**src/rtl/pci_pkg.sv**
```systemverilog
// -----------------------------------------------------------------------------
// pci_pkg
// Shared definitions for the PCI bus arbiter and the PCI test masters.
//   arb_state_t   : arbiter FSM state encoding (PARK / GRANT / GAP)
//   CMD_*         : PCI C/BE# command encodings used during the address phase
//   bus_is_idle() : bus idle qualifier (FRAME# and IRDY# both deasserted)
// -----------------------------------------------------------------------------
package pci_pkg;

    typedef enum logic [1:0] {
        ST_PARK  = 2'd0,
        ST_GRANT = 2'd1,
        ST_GAP   = 2'd2
    } arb_state_t;

    localparam logic [3:0] CMD_INT_ACK        = 4'b0000;
    localparam logic [3:0] CMD_SPECIAL        = 4'b0001;
    localparam logic [3:0] CMD_IO_READ        = 4'b0010;
    localparam logic [3:0] CMD_IO_WRITE       = 4'b0011;
    localparam logic [3:0] CMD_MEM_READ       = 4'b0110;
    localparam logic [3:0] CMD_MEM_WRITE      = 4'b0111;
    localparam logic [3:0] CMD_CFG_READ       = 4'b1010;
    localparam logic [3:0] CMD_CFG_WRITE      = 4'b1011;
    localparam logic [3:0] CMD_MEM_READ_MULT  = 4'b1100;
    localparam logic [3:0] CMD_DUAL_ADDR      = 4'b1101;
    localparam logic [3:0] CMD_MEM_READ_LINE  = 4'b1110;
    localparam logic [3:0] CMD_MEM_WRITE_INV  = 4'b1111;

    function automatic logic bus_is_idle(input logic frame_n, input logic irdy_n);
        return frame_n & irdy_n;
    endfunction

endpackage

```
**src/rtl/pci_rr_pick.sv**
```systemverilog
// -----------------------------------------------------------------------------
// pci_rr_pick
// Combinational rotate-priority picker. The master just after last_owner has
// the highest priority, last_owner itself the lowest.
//   req        in  N_REQ        active-high request vector
//   last_owner in  clog2(N_REQ) most recent grant holder
//   winner     out clog2(N_REQ) selected master (only meaningful if any_req)
//   any_req    out 1            at least one request pending
// -----------------------------------------------------------------------------
module pci_rr_pick #(
    parameter int N_REQ = 4
) (
    input  logic [N_REQ-1:0]         req,
    input  logic [$clog2(N_REQ)-1:0] last_owner,
    output logic [$clog2(N_REQ)-1:0] winner,
    output logic                     any_req
);

    localparam int ID_W = $clog2(N_REQ);

    logic [ID_W-1:0] idx;

    // Walk from lowest to highest priority so the last hit is the winner.
    always_comb begin
        winner = last_owner;
        idx    = '0;
        for (int k = N_REQ; k >= 1; k--) begin
            idx = ID_W'((int'(last_owner) + k) % N_REQ);
            if (req[idx]) begin
                winner = idx;
            end
        end
    end

    assign any_req = |req;

endmodule

```
**src/rtl/pci_arbiter.sv**
```systemverilog
// -----------------------------------------------------------------------------
// pci_arbiter
// Central PCI bus arbiter: round-robin with bus parking, one transaction per
// grant under contention, and revocation of grants left unused on an idle bus.
//   PCLK        in  1             bus clock, rising edge
//   RST_N       in  1             asynchronous active-low reset
//   REQ_N       in  N_REQ         per-master request, active low
//   GNT_N       out N_REQ         per-master grant, active low, registered
//   FRAME_N     in  1             bus FRAME#, sampled only
//   IRDY_N      in  1             bus IRDY#, sampled only
//   grant_id    out clog2(N_REQ)  current grant holder, registered
//   grant_valid out 1             a grant is asserted, registered
//   timeout_evt out 1             one-cycle pulse when a grant times out
//
// state    | meaning
// ---------+-----------------------------------------------------------
// ST_PARK  | no requests; PARK master holds the bus grant
// ST_GRANT | grant_id owns the grant and has an active request
// ST_GAP   | one cycle with every grant deasserted, then arbitrate
// -----------------------------------------------------------------------------
module pci_arbiter
    import pci_pkg::*;
#(
    parameter int N_REQ   = 4,
    parameter int PARK    = 0,
    parameter int TIMEOUT = 16
) (
    input  logic                     PCLK,
    input  logic                     RST_N,
    input  logic [N_REQ-1:0]         REQ_N,
    output logic [N_REQ-1:0]         GNT_N,
    input  logic                     FRAME_N,
    input  logic                     IRDY_N,
    output logic [$clog2(N_REQ)-1:0] grant_id,
    output logic                     grant_valid,
    output logic                     timeout_evt
);

    localparam int ID_W  = $clog2(N_REQ);
    localparam int CNT_W = $clog2(TIMEOUT + 1);

    localparam logic [ID_W-1:0]  PARK_ID   = ID_W'(PARK);
    localparam logic [ID_W-1:0]  LAST_RST  = ID_W'(N_REQ - 1);
    localparam logic [CNT_W-1:0] CNT_MAX   = CNT_W'(TIMEOUT);
    localparam logic [N_REQ-1:0] PARK_MASK = N_REQ'(1) << PARK;

    arb_state_t       state;
    logic [ID_W-1:0]  last_owner;
    logic [ID_W-1:0]  winner;
    logic [CNT_W-1:0] idle_cnt;
    logic [CNT_W-1:0] idle_cnt_nxt;
    logic             started;
    logic             any_req;
    logic             bus_idle;
    logic             owner_req;
    logic             other_req;
    logic             park_other;
    logic             revoke;
    logic [N_REQ-1:0] req;
    logic [N_REQ-1:0] owner_mask;

    assign req        = ~REQ_N;
    assign bus_idle   = bus_is_idle(FRAME_N, IRDY_N);
    assign owner_mask = N_REQ'(1) << grant_id;
    assign owner_req  = |(req & owner_mask);
    assign other_req  = |(req & ~owner_mask);
    assign park_other = |(req & ~PARK_MASK);

    // The current bus owner is never waited for: dropping the grant only
    // stops the owner from starting another transaction.
    assign revoke = !owner_req || (started && other_req) || (idle_cnt == CNT_MAX);

    // Counts idle clocks of an unused grant; any bus activity restarts it.
    always_comb begin
        idle_cnt_nxt = idle_cnt;
        if (!bus_idle) begin
            idle_cnt_nxt = '0;
        end else if (!started && (idle_cnt != CNT_MAX)) begin
            idle_cnt_nxt = idle_cnt + CNT_W'(1);
        end
    end

    pci_rr_pick #(
        .N_REQ (N_REQ)
    ) u_pick (
        .req        (req),
        .last_owner (last_owner),
        .winner     (winner),
        .any_req    (any_req)
    );

    always_ff @(posedge PCLK or negedge RST_N) begin
        if (!RST_N) begin
            state       <= ST_GAP;
            GNT_N       <= '1;
            grant_id    <= '0;
            grant_valid <= 1'b0;
            timeout_evt <= 1'b0;
            last_owner  <= LAST_RST;
            idle_cnt    <= '0;
            started     <= 1'b0;
        end else begin
            timeout_evt <= 1'b0;
            case (state)
                ST_GAP: begin
                    idle_cnt <= '0;
                    started  <= 1'b0;
                    if (any_req) begin
                        state       <= ST_GRANT;
                        GNT_N       <= ~(N_REQ'(1) << winner);
                        grant_id    <= winner;
                        grant_valid <= 1'b1;
                        last_owner  <= winner;
                    end else begin
                        state       <= ST_PARK;
                        GNT_N       <= ~PARK_MASK;
                        grant_id    <= PARK_ID;
                        grant_valid <= 1'b1;
                    end
                end

                ST_PARK: begin
                    idle_cnt <= '0;
                    started  <= 1'b0;
                    if (park_other) begin
                        state       <= ST_GAP;
                        GNT_N       <= '1;
                        grant_valid <= 1'b0;
                    end else if (req[PARK_ID]) begin
                        // Parked master keeps its grant; no gap needed.
                        state      <= ST_GRANT;
                        last_owner <= PARK_ID;
                    end
                end

                ST_GRANT: begin
                    if (revoke) begin
                        state       <= ST_GAP;
                        GNT_N       <= '1;
                        grant_valid <= 1'b0;
                        idle_cnt    <= '0;
                        started     <= 1'b0;
                    end else begin
                        started     <= started | ~FRAME_N;
                        idle_cnt    <= idle_cnt_nxt;
                        // Pulse while the counter sits at its limit; the
                        // grant is withdrawn at the following edge.
                        timeout_evt <= (idle_cnt_nxt == CNT_MAX);
                    end
                end

                default: begin
                    state       <= ST_GAP;
                    GNT_N       <= '1;
                    grant_valid <= 1'b0;
                    idle_cnt    <= '0;
                    started     <= 1'b0;
                end
            endcase
        end
    end

endmodule

```
**config.mk**
```make
export PLATFORM = sky130hd
export DESIGN_NAME = pci_arbiter
export DESIGN_NICKNAME = d
export VERILOG_FILES = /design/src/rtl/pci_pkg.sv /design/src/rtl/pci_rr_pick.sv /design/src/rtl/pci_arbiter.sv
export SDC_FILE = /design/constraint.sdc
export NUM_CORES = 1
export LEC_CHECK = 0
export CORE_AREA = 5 5 50 52
export CTS_CLUSTER_DIAMETER = 150
export DETAILED_ROUTE_END_ITERATION = 12
export DIE_AREA = 0 0 55 57
export PLACE_DENSITY = 0.7
export REMOVE_ABC_BUFFERS = 1
export SLEW_MARGIN = 10
export SYNTH_ARGS = -nofsm -noshare
export SYNTH_HDL_FRONTEND = slang
export SYNTH_SLANG_ARGS = --single-unit
export TNS_END_PERCENT = 10
```
**constraint.sdc**
```tcl
create_clock -name PCLK -period 3.4 [get_ports PCLK]
set_input_delay 1.02 -clock PCLK [delete_from_list [all_inputs] [get_ports PCLK]]
set_output_delay 1.02 -clock PCLK [all_outputs]
set_load 0.03 [all_outputs]
```
==> metrics.yaml <==
yosys:
  synth.distinct_cells: 37
  ys_seq_area_share_pct: 47.54
  synth_cells: 93
  synth_edf_count: 0
  synthAdderAreaFrac_pct: 2.591
  ys_ff_latch: 18
  synth.cell_area_um2: 965.9
  yosys.area_share.simple_pct: 20.98
  synth_top_family_by_area: "simple AND/OR/NAND/NOR gates"
  synth_compound_area_share_pct: 18.26
  synth_mux_area_share_pct: 5.570
  ys_warn_count: 0
  syn_avg_cell_area_um2: 10.39
  synth_xor_xnor_area_share_pct: 2.720
  synthFlopType: "dfrtp_1"
  async_reset_ff_share_pct: 100.0
power_and_ir_drop:
  leakage_nw: 0.4997
  ir_drop_mv: 0.5421
  finalPower_uw: 917.4
  power_density_nw_per_um2: 775.1
placed_design:
  numPortBuffers: 15
  dpl.hpwl_um: 1515
  gp_congestion: 0.7795
  place_ws_ps: 365.8
grt:
  antenna_found_initial: 0
  grt_pass1_wl_um: 3256
  grt_use_total_pct: 14.18
  grt_start_max_net_pins: 19
  first_global_vias: 734
  overflow: 0
outcome:
  outcome: "finished clean"
floorplanning:
  initial_core_util_pct: 46.82
  row_count: 17
  die_x_um: 55
  die_area_um2: 3135
  core_um2: 2063
  ios: 16
  dieHeight_um: 57
job:
  maxCapViolCount: 0
layout:
  area_growth_pct: 22.54
  n_fill_cell: 180
  final_common_cell: "clkdlybuf4s50_1"
  n_antenna_cell: 0
  drive_above_1_share_pct: 16.22
  fin_nets: 122
  fin_util_pct: 57.37
  regArea_um2: 459.2
  mostFrequentLayoutCells: "15 x clkdlybuf4s50_1, 11 x dfrtp_1, 10 x nand2_1"
  multi_input_area_um2: 484.2
timing:
  tightest_slew_ps: 779.0
  setup_ws_ps: 694.5
  finalSetupTns_ps: 0
  slew_headroom_pct: 47.90
  fin_crit_ps: 2706
  setup_viol_count_final: 0
  fin_skew_ps: 3.032
  drv_slew: 0
  grt_setup_unrepaired: "false"
  finalHoldViolCount: 0
  clock.fmax_mhz: 369.6
  fin_crit_sh_pct: 79.57
routing:
  drc: 0
  wirelength_um: 1977
  dr.pass1.iters: 4
  first_iter_violations: 16
  num_vias: 772
  routedWlPerCell_um: 14.22
  ant_nets: 0
  viasPerCell: 5.554
clocking:
  cts_buffers: 3
  path_clk_slew_ps: 110
  cts_hold_buffers: 0
  clockBufferDepth: 2
  cts.sinks: 18
  h-tree-depth: 1
  insertion_delay_ps: 290
  post_cts_buffers: 0
  cts_resized: 0
  cts_tree: "done"
  cts-root-buf: "clkbuf_4"
critical_path:
  crit_chain: "clkdlybuf4s50_1, mux4_2, nor4b_2, o21ai_2, nor3_4, and4_1"
  required_ps: 3630
  cp_max_fo: 8
  worst-setup-path-type: "in -> reg"
  endpoint_kind: "register"
  startpoint_type: "input pin"
  cpPeakStageDelay_ps: 520
  r2r_slack_ps: 1310
  cp.arrival_ps: 2940
  cp_slowest_cell: "clkdlybuf4s50_1"
min_path:
  hold_path.class: "reg -> reg"
[report_power, final]
part / internal (mW) / total, mW / switching, mW / leakage, nW
Clock: 0.0652 / 0.132 / 0.0673 / 0.0210
Sequential: 0.305 / 0.381 / 0.0764 / 0.220
Combinational: 0.190 / 0.404 / 0.214 / 0.258
[cell families after synthesis]
kind of cell	count (synthesis)
AOI/OAI and AO/OA	24
DFF	18
buffers and inverters	6
muxes	4
xor gates and xnor gates	3
and+or+nand+nor	36
adders and majority gates	2
[critical path, delay by kind of cell]
kind / cells / cell delay [ps]
AOI/OAI and AO/OA: 1 / 190
muxes: 1 / 520
buffers and inverters: 1 / 520
and+or+nand+nor: 3 / 690
[cells in the mapped netlist (all sizes together), types with 2 or more instances]
library cell	instances	area share [%]
ha	2	2.6
nand4	2	1.3
mux2i	2	2.1
nand2b	3	1.9
a2bb2oi	3	2.7
a21oi	2	1.0
xor2	2	1.8
o31ai	2	1.6
dfstp	7	19
nor3	6	4.3
inv	5	1.9
o21ai	6	3.5
nand3	2	1.0
nand2	10	3.9
a21o	4	3.2
nor2b	2	1.3
dfrtp	11	28
nor2	6	2.3
[layer usage]
metal	track usage, %	up-vias	part of all wire [%]
li1	-	381	-
met1	20.97	375	49
met2	19.43	14	46
met3	4.961	2	3.7
met4	4.167	0	0.86
met5	0	-	0
[sequential cells by signal, indices dropped and copies added (netlist names)]
signal,count
idle_cnt,5
GNT_N,4
grant_id,2
last_owner,2
state,2
grant_valid,1
started,1
timeout_evt,1
[final timing paths]
check,start,cells past startpoint,end
max reg2reg,idle_cnt[0],7,GNT_N[2]
max in group asynchronous,RST_N,1,state[0]
min reg2reg,GNT_N[0],1,GNT_N[0]
min,GNT_N[0],1,GNT_N[0]
max,REQ_N[3],6,timeout_evt
min in group asynchronous,RST_N,1,timeout_evt
[layout make-up]
class | count | share of cell area [%]
Clock buffer | 4 | 3.066
Tap cell | 28 | 2.960
Timing Repair Buffer | 15 | 12.68
Multi-Input combinational cell | 69 | 40.91
Sequential cell | 18 | 38.79
Inverter | 5 | 1.586
[per-stage QoR]
| step | instances | instance area, µm² | hold slack, ps |
|---|---|---|---|
| finish | 139 | 1184 | 515.6 |
| global route | 139 | 1184 | 524.2 |
| CTS | 139 | 1184 | 518.1 |
| detailed placement | 135 | 1147 | 498.7 |
| global placement | 135 | 1147 | 498.3 |
| floorplan | 92 | 962.2 | 518.1 |
(Power assumes the default switching activity.)
